## config.mk

```make
export PLATFORM = sky130hd
export DESIGN_NAME = fetch_unit
export DESIGN_NICKNAME = d
export VERILOG_FILES = /design/src/rtl/cpu_pkg.sv /design/src/rtl/fetch_buffer.sv /design/src/rtl/fetch_unit.sv
export SDC_FILE = /design/constraint.sdc
export NUM_CORES = 1
export LEC_CHECK = 0
export ABC_AREA = 1
export ABC_CLOCK_PERIOD_IN_PS = 3100
export BUFFER_PORTS_ARGS = -buffer_cell sky130_fd_sc_hd__buf_4
export CAP_MARGIN = 25
export CORE_UTILIZATION = 55
export CTS_BUF_LIST = sky130_fd_sc_hd__clkbuf_8
export CTS_CLUSTER_SIZE = 25
export DETAILED_ROUTE_END_ITERATION = 10
export PLACE_DENSITY = 0.89
export RECOVER_POWER = 100
export SYNTH_ARGS = -nofsm -noshare
export SYNTH_HDL_FRONTEND = slang
export SYNTH_SLANG_ARGS = --single-unit
```

## constraint.sdc

```tcl
create_clock -name clk -period 3.1 [get_ports clk]
set_input_delay 0.155 -clock clk [delete_from_list [all_inputs] [get_ports clk]]
set_output_delay 0.155 -clock clk [all_outputs]
set_load 0.03 [all_outputs]
```

## src/rtl/cpu_pkg.sv

```systemverilog
// Shared CPU definitions: fetch FSM encoding, fetch constants and the
// pc/instruction pair carried between fetch and operand fetch.
package cpu_pkg;

    typedef enum logic [1:0] {
        ST_FETCH   = 2'd0,
        ST_SQUASH  = 2'd1,
        ST_BLOCKED = 2'd2
    } fetch_state_t;

    localparam logic [31:0] NOP_WORD = 32'h6800_0000;
    localparam logic [31:0] PC_STEP  = 32'd4;

    typedef struct packed {
        logic [31:0] pc;
        logic [31:0] insn;
    } fetch_word_t;

    function automatic logic [31:0] word_align(input logic [31:0] a);
        return {a[31:2], 2'b00};
    endfunction

endpackage

```

## src/rtl/fetch_buffer.sv

```systemverilog
// Two-entry in-order buffer: output latch plus one skid slot behind it.
// The skid always drains into the latch before any newer word.
module fetch_buffer
    import cpu_pkg::*;
(
    input  logic        clk,
    input  logic        rst,
    input  logic        flush,
    input  logic        stall,
    input  logic        push,
    input  logic [31:0] push_pc,
    input  logic [31:0] push_insn,
    output logic        valid,
    output logic        skid_full,
    output logic [31:0] instruction,
    output logic [31:0] pc
);

    fetch_word_t skid_q;
    logic        load;

    assign load = !stall || !valid;

    always_ff @(posedge clk) begin
        if (rst) begin
            valid       <= 1'b0;
            skid_full   <= 1'b0;
            instruction <= '0;
            pc          <= '0;
            skid_q      <= '0;
        end else if (flush) begin
            valid     <= 1'b0;
            skid_full <= 1'b0;
        end else if (load) begin
            if (skid_full) begin
                pc          <= skid_q.pc;
                instruction <= skid_q.insn;
                valid       <= 1'b1;
                skid_full   <= push;
                if (push) begin
                    skid_q <= '{pc: push_pc, insn: push_insn};
                end
            end else begin
                valid <= push;
                if (push) begin
                    pc          <= push_pc;
                    instruction <= push_insn;
                end
            end
        end else if (push) begin
            skid_q    <= '{pc: push_pc, insn: push_insn};
            skid_full <= 1'b1;
        end
    end

endmodule

```

## src/rtl/fetch_unit.sv

```systemverilog
// Instruction fetch stage: single-outstanding memory requester with
// redirect squashing and a skid-buffered output toward operand fetch.
module fetch_unit
    import cpu_pkg::*;
#(
    parameter logic [31:0] RESET_PC = 32'h0000_0000
) (
    input  logic        clk,
    input  logic        rst,
    input  logic        stall,
    input  logic        isBranchTaken,
    input  logic [31:0] branchPC,
    output logic        imem_req,
    output logic [31:0] imem_addr,
    input  logic        imem_ack,
    input  logic [31:0] imem_rdata,
    output logic        valid,
    output logic [31:0] instruction,
    output logic [31:0] PC
);

    fetch_state_t state_q, state_d;
    logic [31:0]  addr_q, addr_d;
    logic [31:0]  target_q, target_d;
    logic [31:0]  branch_tgt;
    logic         armed_q;
    logic         ack;
    logic         push;
    logic         flush;
    logic         skid_full;

    assign branch_tgt = word_align(branchPC);
    assign imem_req   = !rst && (state_q != ST_BLOCKED);
    assign imem_addr  = addr_q;
    // The first post-reset cycle may still carry an ack for an abandoned request.
    assign ack        = imem_ack && imem_req && armed_q;
    assign flush      = isBranchTaken;

    always_comb begin
        state_d  = state_q;
        addr_d   = addr_q;
        target_d = target_q;
        push     = 1'b0;
        unique case (state_q)
            ST_FETCH: begin
                if (isBranchTaken) begin
                    if (ack) begin
                        addr_d = branch_tgt;
                    end else begin
                        target_d = branch_tgt;
                        state_d  = ST_SQUASH;
                    end
                end else if (ack) begin
                    push   = 1'b1;
                    addr_d = addr_q + PC_STEP;
                    if (valid && stall) begin
                        state_d = ST_BLOCKED;
                    end
                end
            end
            ST_SQUASH: begin
                if (isBranchTaken) begin
                    target_d = branch_tgt;
                end
                if (ack) begin
                    addr_d  = isBranchTaken ? branch_tgt : target_q;
                    state_d = ST_FETCH;
                end
            end
            ST_BLOCKED: begin
                if (isBranchTaken) begin
                    addr_d  = branch_tgt;
                    state_d = ST_FETCH;
                end else if (!skid_full || !stall) begin
                    state_d = ST_FETCH;
                end
            end
            default: state_d = ST_FETCH;
        endcase
    end

    always_ff @(posedge clk) begin
        if (rst) begin
            state_q  <= ST_FETCH;
            addr_q   <= word_align(RESET_PC);
            target_q <= '0;
            armed_q  <= 1'b0;
        end else begin
            state_q  <= state_d;
            addr_q   <= addr_d;
            target_q <= target_d;
            armed_q  <= 1'b1;
        end
    end

    fetch_buffer u_buf (
        .clk         (clk),
        .rst         (rst),
        .flush       (flush),
        .stall       (stall),
        .push        (push),
        .push_pc     (addr_q),
        .push_insn   (imem_rdata),
        .valid       (valid),
        .skid_full   (skid_full),
        .instruction (instruction),
        .pc          (PC)
    );

endmodule
```

**Word-level counts from Yosys, hierarchy flattened**

Index checks and enable logic that the tools add are counted.

- Register bits after elaboration: 197
- Input port bits: 69
- Output and inout port bits: 98
- Logic and storage cells: 79

- $add $sub $neg: 1
- Equality and inequality tests: 13
- Mux-type cells: 33
- Bitwise operators: 1
- Reductions and logical operators: 21

Operators with widths:

| operator | count |
|---|---|
| $mux W32 | 12 |
| $mux W64 | 3 |
| $pmux W32 S3 | 1 |
| $pmux W32 S2 | 1 |
| $add A32 B3 Y32 const B | 1 |
| $mux W2 | 7 |
| $ne A2 B2 Y1 const B | 6 |
| $ne A3 B3 Y1 const B | 4 |
| $mux W1 | 8 |
| $pmux W2 S3 | 1 |
| $reduce_and A3 Y1 | 2 |
| $reduce_bool A2 Y1 | 3 |
| $reduce_and A5 Y1 | 1 |
| $logic_and A1 B1 Y1 | 4 |
| $logic_not A1 Y1 | 4 |
| $reduce_and A4 Y1 | 1 |
| $reduce_bool A3 Y1 | 1 |
| $eq A2 B1 Y1 const B | 1 |
| $eq A2 B2 Y1 const B | 1 |
| $logic_not A2 Y1 | 1 |
| $logic_or A1 B1 Y1 | 2 |
| $ne A2 B1 Y1 const B | 1 |
| $reduce_and A2 Y1 | 1 |
| $reduce_or A2 Y1 | 1 |
| $not A1 Y1 | 1 |

**Logic depth before layout (Yosys ltp)**

- Word-level depth: 10
- Depth in mapped cells: 12
- Mapped depth without buffers: 12

**Modules after synthesis**

A second synthesis with hierarchy kept.

- Cell total of the unflattened synthesis: 1759
- Area, all modules: 10834.1 µm²

By module, submodules not included:

| module | times used | cells an instance | area an instance (µm²) | seq. area each (µm²) |
|---|---|---|---|---|
| fetch_buffer | 1 | 982 | 6157.2 | 2602.5 |
| fetch_unit | 1 | 777 | 4677.0 | 1341.3 |

**Least setup slack after synthesis**

Ideal clock, no wire load.

- Path kind: flip-flop to flip-flop
- Start: register state_q[0]
- End: register u_buf.instruction[12]
- Library setup time: 139 ps
- Data arrival time: 1702 ps
- Required time: 2961 ps
- Path slack: 1259 ps
- Cell stages (with the launch flop): 12
- Path buffers: 3
- Period minus slack after synthesis: 1841 ps
- Cell sequence: dfxtp_1 -> inv_1 -> ha_1 -> buf_4 -> nor2_8 -> nand3_4 -> inv_2 -> nand2_4 -> nand2_4 -> buf_2 -> buf_2 -> a311oi_1

- Longest elaborated chain between the ends: 9
- Elaborated cells on any way between the ends: 10
- Those cells by class: 1 x eq/ne; 3 x mux; 6 x reduce/logical

Ends and longest elaborated chain:

| what | RTL line | text |
|---|---|---|
| from (decl) | fetch_unit.sv:22 | `fetch_state_t state_q, state_d;` |
| from (signal assigned) | fetch_unit.sv:89 | `state_q <= state_d;` |
| $ne A2 B2 Y1 | fetch_unit.sv:33 | `assign imem_req = !rst && (state_q != ST_BLOCKED);` |
| $logic_and A1 B1 Y1 | fetch_unit.sv:33 |  |
| named net imem_req | fetch_unit.sv:13 | `output logic imem_req,` |
| $logic_and A1 B1 Y1 (2 in a row) | fetch_unit.sv:36 | `assign ack = imem_ack && imem_req && armed_q;` |
| $mux W1 | fetch_unit.sv:53 | `end else if (ack) begin` |
| $mux W1 | fetch_unit.sv:46 | `if (isBranchTaken) begin` |
| $mux W1 | fetch_unit.sv:44 | `unique case (state_q)` |
| $reduce_bool A2 Y1 (no line) | n/a |  |
| $reduce_and A3 Y1 (no line) | n/a |  |
| to (signal assigned) | fetch_buffer.sv:37 | `instruction <= skid_q.insn;` |
| to (signal assigned) | fetch_buffer.sv:47 | `instruction <= push_insn;` |
| to (decl) | fetch_buffer.sv:15 | `output logic [31:0] instruction,` |

The timed path passes the listed nets, and every way through them passes these cells.
A chain may end at the register's enable or synchronous reset.

**Worst setup path after layout**

- Start: register state_q[0]
- End: register target_q[18]

- Longest elaborated chain between the ends: 6
- Elaborated cells on any way between the ends: 11
- Those cells by class: 4 x eq/ne; 1 x mux; 6 x reduce/logical

Ends and longest elaborated chain:

| what | RTL line | text |
|---|---|---|
| $ne A2 B2 Y1 | fetch_unit.sv:33 |  |
| $logic_and A1 B1 Y1 | fetch_unit.sv:33 |  |
| $logic_and A1 B1 Y1 (2 in a row) | fetch_unit.sv:36 |  |
| $ne A2 B2 Y1 (no line) | n/a |  |
| $reduce_and A3 Y1 (no line) | n/a |  |
| to (signal assigned) | fetch_unit.sv:91 | `target_q <= target_d;` |
| to (decl) | fetch_unit.sv:24 | `logic [31:0] target_q, target_d;` |

Several ways; a longest one is shown, not always the timed one.

==> flow_metrics.tcl <==
set metrics [dict create \
    endpoint_kind "register" \
    hold_class "in2reg" \
    cts_setup_buffers 0 \
    nNetsFinal 1606 \
    ctsRootBufferMaster "clkbuf_8" \
    grt_pass1_vias 9483 \
    min_from "branchPC[7]" \
    seq_area_sq_mm 0.00395 \
    leakagePower_nw 4.38 \
    synthArstFlopShare_pct 0 \
    synth_edf_count 0 \
    finalHoldViolations 0 \
    synth.area.top_cells "dfxtp_1 40%, nand2_1 13%, a21oi_1 11%" \
    first_iter_violations 969 \
    drt-vias-per-instance 5.98 \
    gr-total-overflow 0 \
    dr_total_vias 10600 \
    post-place-cells 1679 \
    ys_types 35 \
    clk_latency_ns 0.48 \
    ctsHoldBuffers 58 \
    setup_tns_ns 0 \
    worstSetupPathType "reg2reg" \
    path_max_fanout 61 \
    post-route-min-period_ns 2.77 \
    tightest_slew_ns 1.96 \
    grt_max_degree 103 \
    core_sq_mm 0.0173 \
    max_freq_mhz 361 \
    die_h_microns 135 \
    cp-start-kind "register" \
    syn_nets 1453 \
    yosysTopAreaCell "dfxtp_1" \
    area_growth_syn_to_layout_pct 18.3 \
    fp.dieW_microns 135 \
    arrival_ns 3.16 \
    syn_avg_cell_area_sq_um 7.06 \
    synthCells 1380 \
    clk_pin_slew_ns 0.11 \
    pin_count 167 \
    multi_input_area_sq_mm 0.00514 \
    drt.antenna.violating_nets 0 \
    hpwlAfterDp_microns 18200 \
    cap_viol_max_count 1 \
    clock_path_buffers 2 \
    slew_viol_final 103 \
    seq_area_frac_synth_pct 40.5 \
    power_mw 8.85 \
    stdcell_count 1771 \
    initial_core_util_pct 56.3 \
    portBuffers 164 \
    cts_made_buffers 17 \
    drtPass1Iterations 6 \
    peakVddDrop_mv 0.499 \
    drive_gt1_share_pct 8.93 \
    status "finished with violations" \
    antenna_cells 0 \
    cts.sinks 197 \
    synth.cell_area_sq_mm 0.00974 \
    post_drt_wl_per_cell_microns 16.9 \
    pwr_density_cell_mw_per_mm2 768 \
    row_count 48 \
    synth_top_area_share_pct 40.5 \
    drcViolationCount 0 \
    timing.rr.start "state_q[0]" \
    fin_skew_ns 0.0180 \
    antenna_found_initial 0 \
    setup_viol 0 \
    gp_congestion 0.912 \
    tritoncts "yes" \
    crit_required_ns 3.49 \
    synth_ff_type "dfxtp_1" \
    startpoint "state_q[0]" \
    failed_checks "max-capacitance violations, max-slew violations" \
    cts-resized-gates 0 \
    grt.total_usage_pct 32.3 \
    grt_setup_unrepaired "false" \
    min_period_over_period_pct 89.3 \
    num-fill-cells 1531 \
    ys_ff_latch 197 \
    die_area_sq_mm 0.0182 \
    synth_warnings 0 \
    wl_microns 30000 \
    max_slew_margin_pct -30.6 \
    htreeDepth 4 \
    grt_pass1_wl_microns 47200 \
]
[flip-flops by register name (all words and copies together) (netlist names)]
signal / cells
u_buf.skid_q: 64
target_q: 32
u_buf.instruction: 32
armed_q: 1
imem_addr: 32
u_buf.pc: 32
state_q: 2
u_buf.valid: 1
u_buf.skid_full: 1
[area by class of cell]
cell class              count  area share, %
flip-flops and latches    197           34.3
well taps                 225           2.44
multi-input cells        1032           44.6
repair buffers            242           14.0
clock inverters            14           1.22
clock buffers              18           2.15
inverters                  43           1.40
[worst max-delay path, stage by stage, from the launching register on]
cell and delay, ns:
dfxtp_1 0.33, inv_1 0.14, ha_1 0.49, nor2_8 0.08, nand3_4 0.09, inv_2 0.07, o21ai_4 0.11, clkbuf_2 0.90
o21ai_0 0.20, a31oi_1 0.25
[cell families (layout without fill, tap and decap cells)]
family,count (synthesis),count (layout),share of synthesized area [%]
flip-flops,197,197,40.5
AND/OR/NAND/NOR,558,558,23.3
AO/OA/AOI/OAI,423,423,24.1
adder cells (fa/ha/maj),4,4,0.514
multiplexers,43,43,4.42
buffers and inverters,151,317,6.83
XOR/XNOR,4,4,0.360
[placed cells by master, fill, tap and decap left out, types with 2 or more instances in the layout]
master,count
xor2_1,4
inv_1,36
a31oi_1,24
dlygate4sd3_1,59
inv_8,3
dfxtp_1,196
nor2_4,2
a32o_1,2
o21bai_1,4
nand2_4,2
clkbuf_2,6
a21oi_1,212
nor2_1,125
clkinvlp_4,3
nand3_1,66
nand3b_1,2
clkbuf_1,99
o21ai_0,117
buf_4,75
a311oi_1,43
o211ai_1,2
inv_6,4
ha_1,4
nor2_2,7
and2_1,2
inv_2,6
clkbuf_8,18
clkinv_2,2
mux2i_1,43
nand2_1,348
o21ai_1,16
[Yosys cell counts, drive strengths merged (24+ instances only)]
| cell type | instances |
|---|---|
| nand3 | 67 |
| clkbuf | 62 |
| o21ai | 134 |
| dfxtp | 197 |
| nand2 | 351 |
| a311oi | 43 |
| a31oi | 24 |
| buf | 46 |
| a21oi | 212 |
| mux2i | 43 |
| nor2 | 135 |
| inv | 43 |
[through the flow]
step	worst slack, ns	hold slack, ns	utilization, %	cell area (sq um)
6_report	0.331	0.0152	66.6	11500
5_1_grt	0.204	0.00722	66.6	11500
4_1_cts	0.647	0.00871	68.9	11900
3_5_place_dp	0.665	0.393	63.3	10900
3_3_place_gp	0.738	0.387	63.3	10900
2_1_floorplan	1.26	0.290	-	9740
[power by group]
group,internal [mW],switching [mW],total (mW)
registers,2.92,0.498,3.42
logic,1.14,2.63,3.77
clock network,0.682,0.981,1.66
total,4.75,4.10,8.85
[routing by layer]
metal	GRT usage [%]	vias up	share of wire [%]	wire length, microns
met5	0	-	0	0
met4	14.1	0	3.4	1020
met3	5.97	98	8.9	2660
met2	52.2	568	48	14200
met1	41.9	4912	40	12000
li1	-	5016	-	-
[final timing paths]
check | end | slack, ns | depth (start not counted)
max | target_q[18] | 0.33 | 9
min | target_q[7] | 0.02 | 3
max reg2reg | target_q[18] | 0.33 | 9
min reg2reg | u_buf.pc[29] | 0.47 | 2
Note: power is estimated with default switching activity, not from simulation.
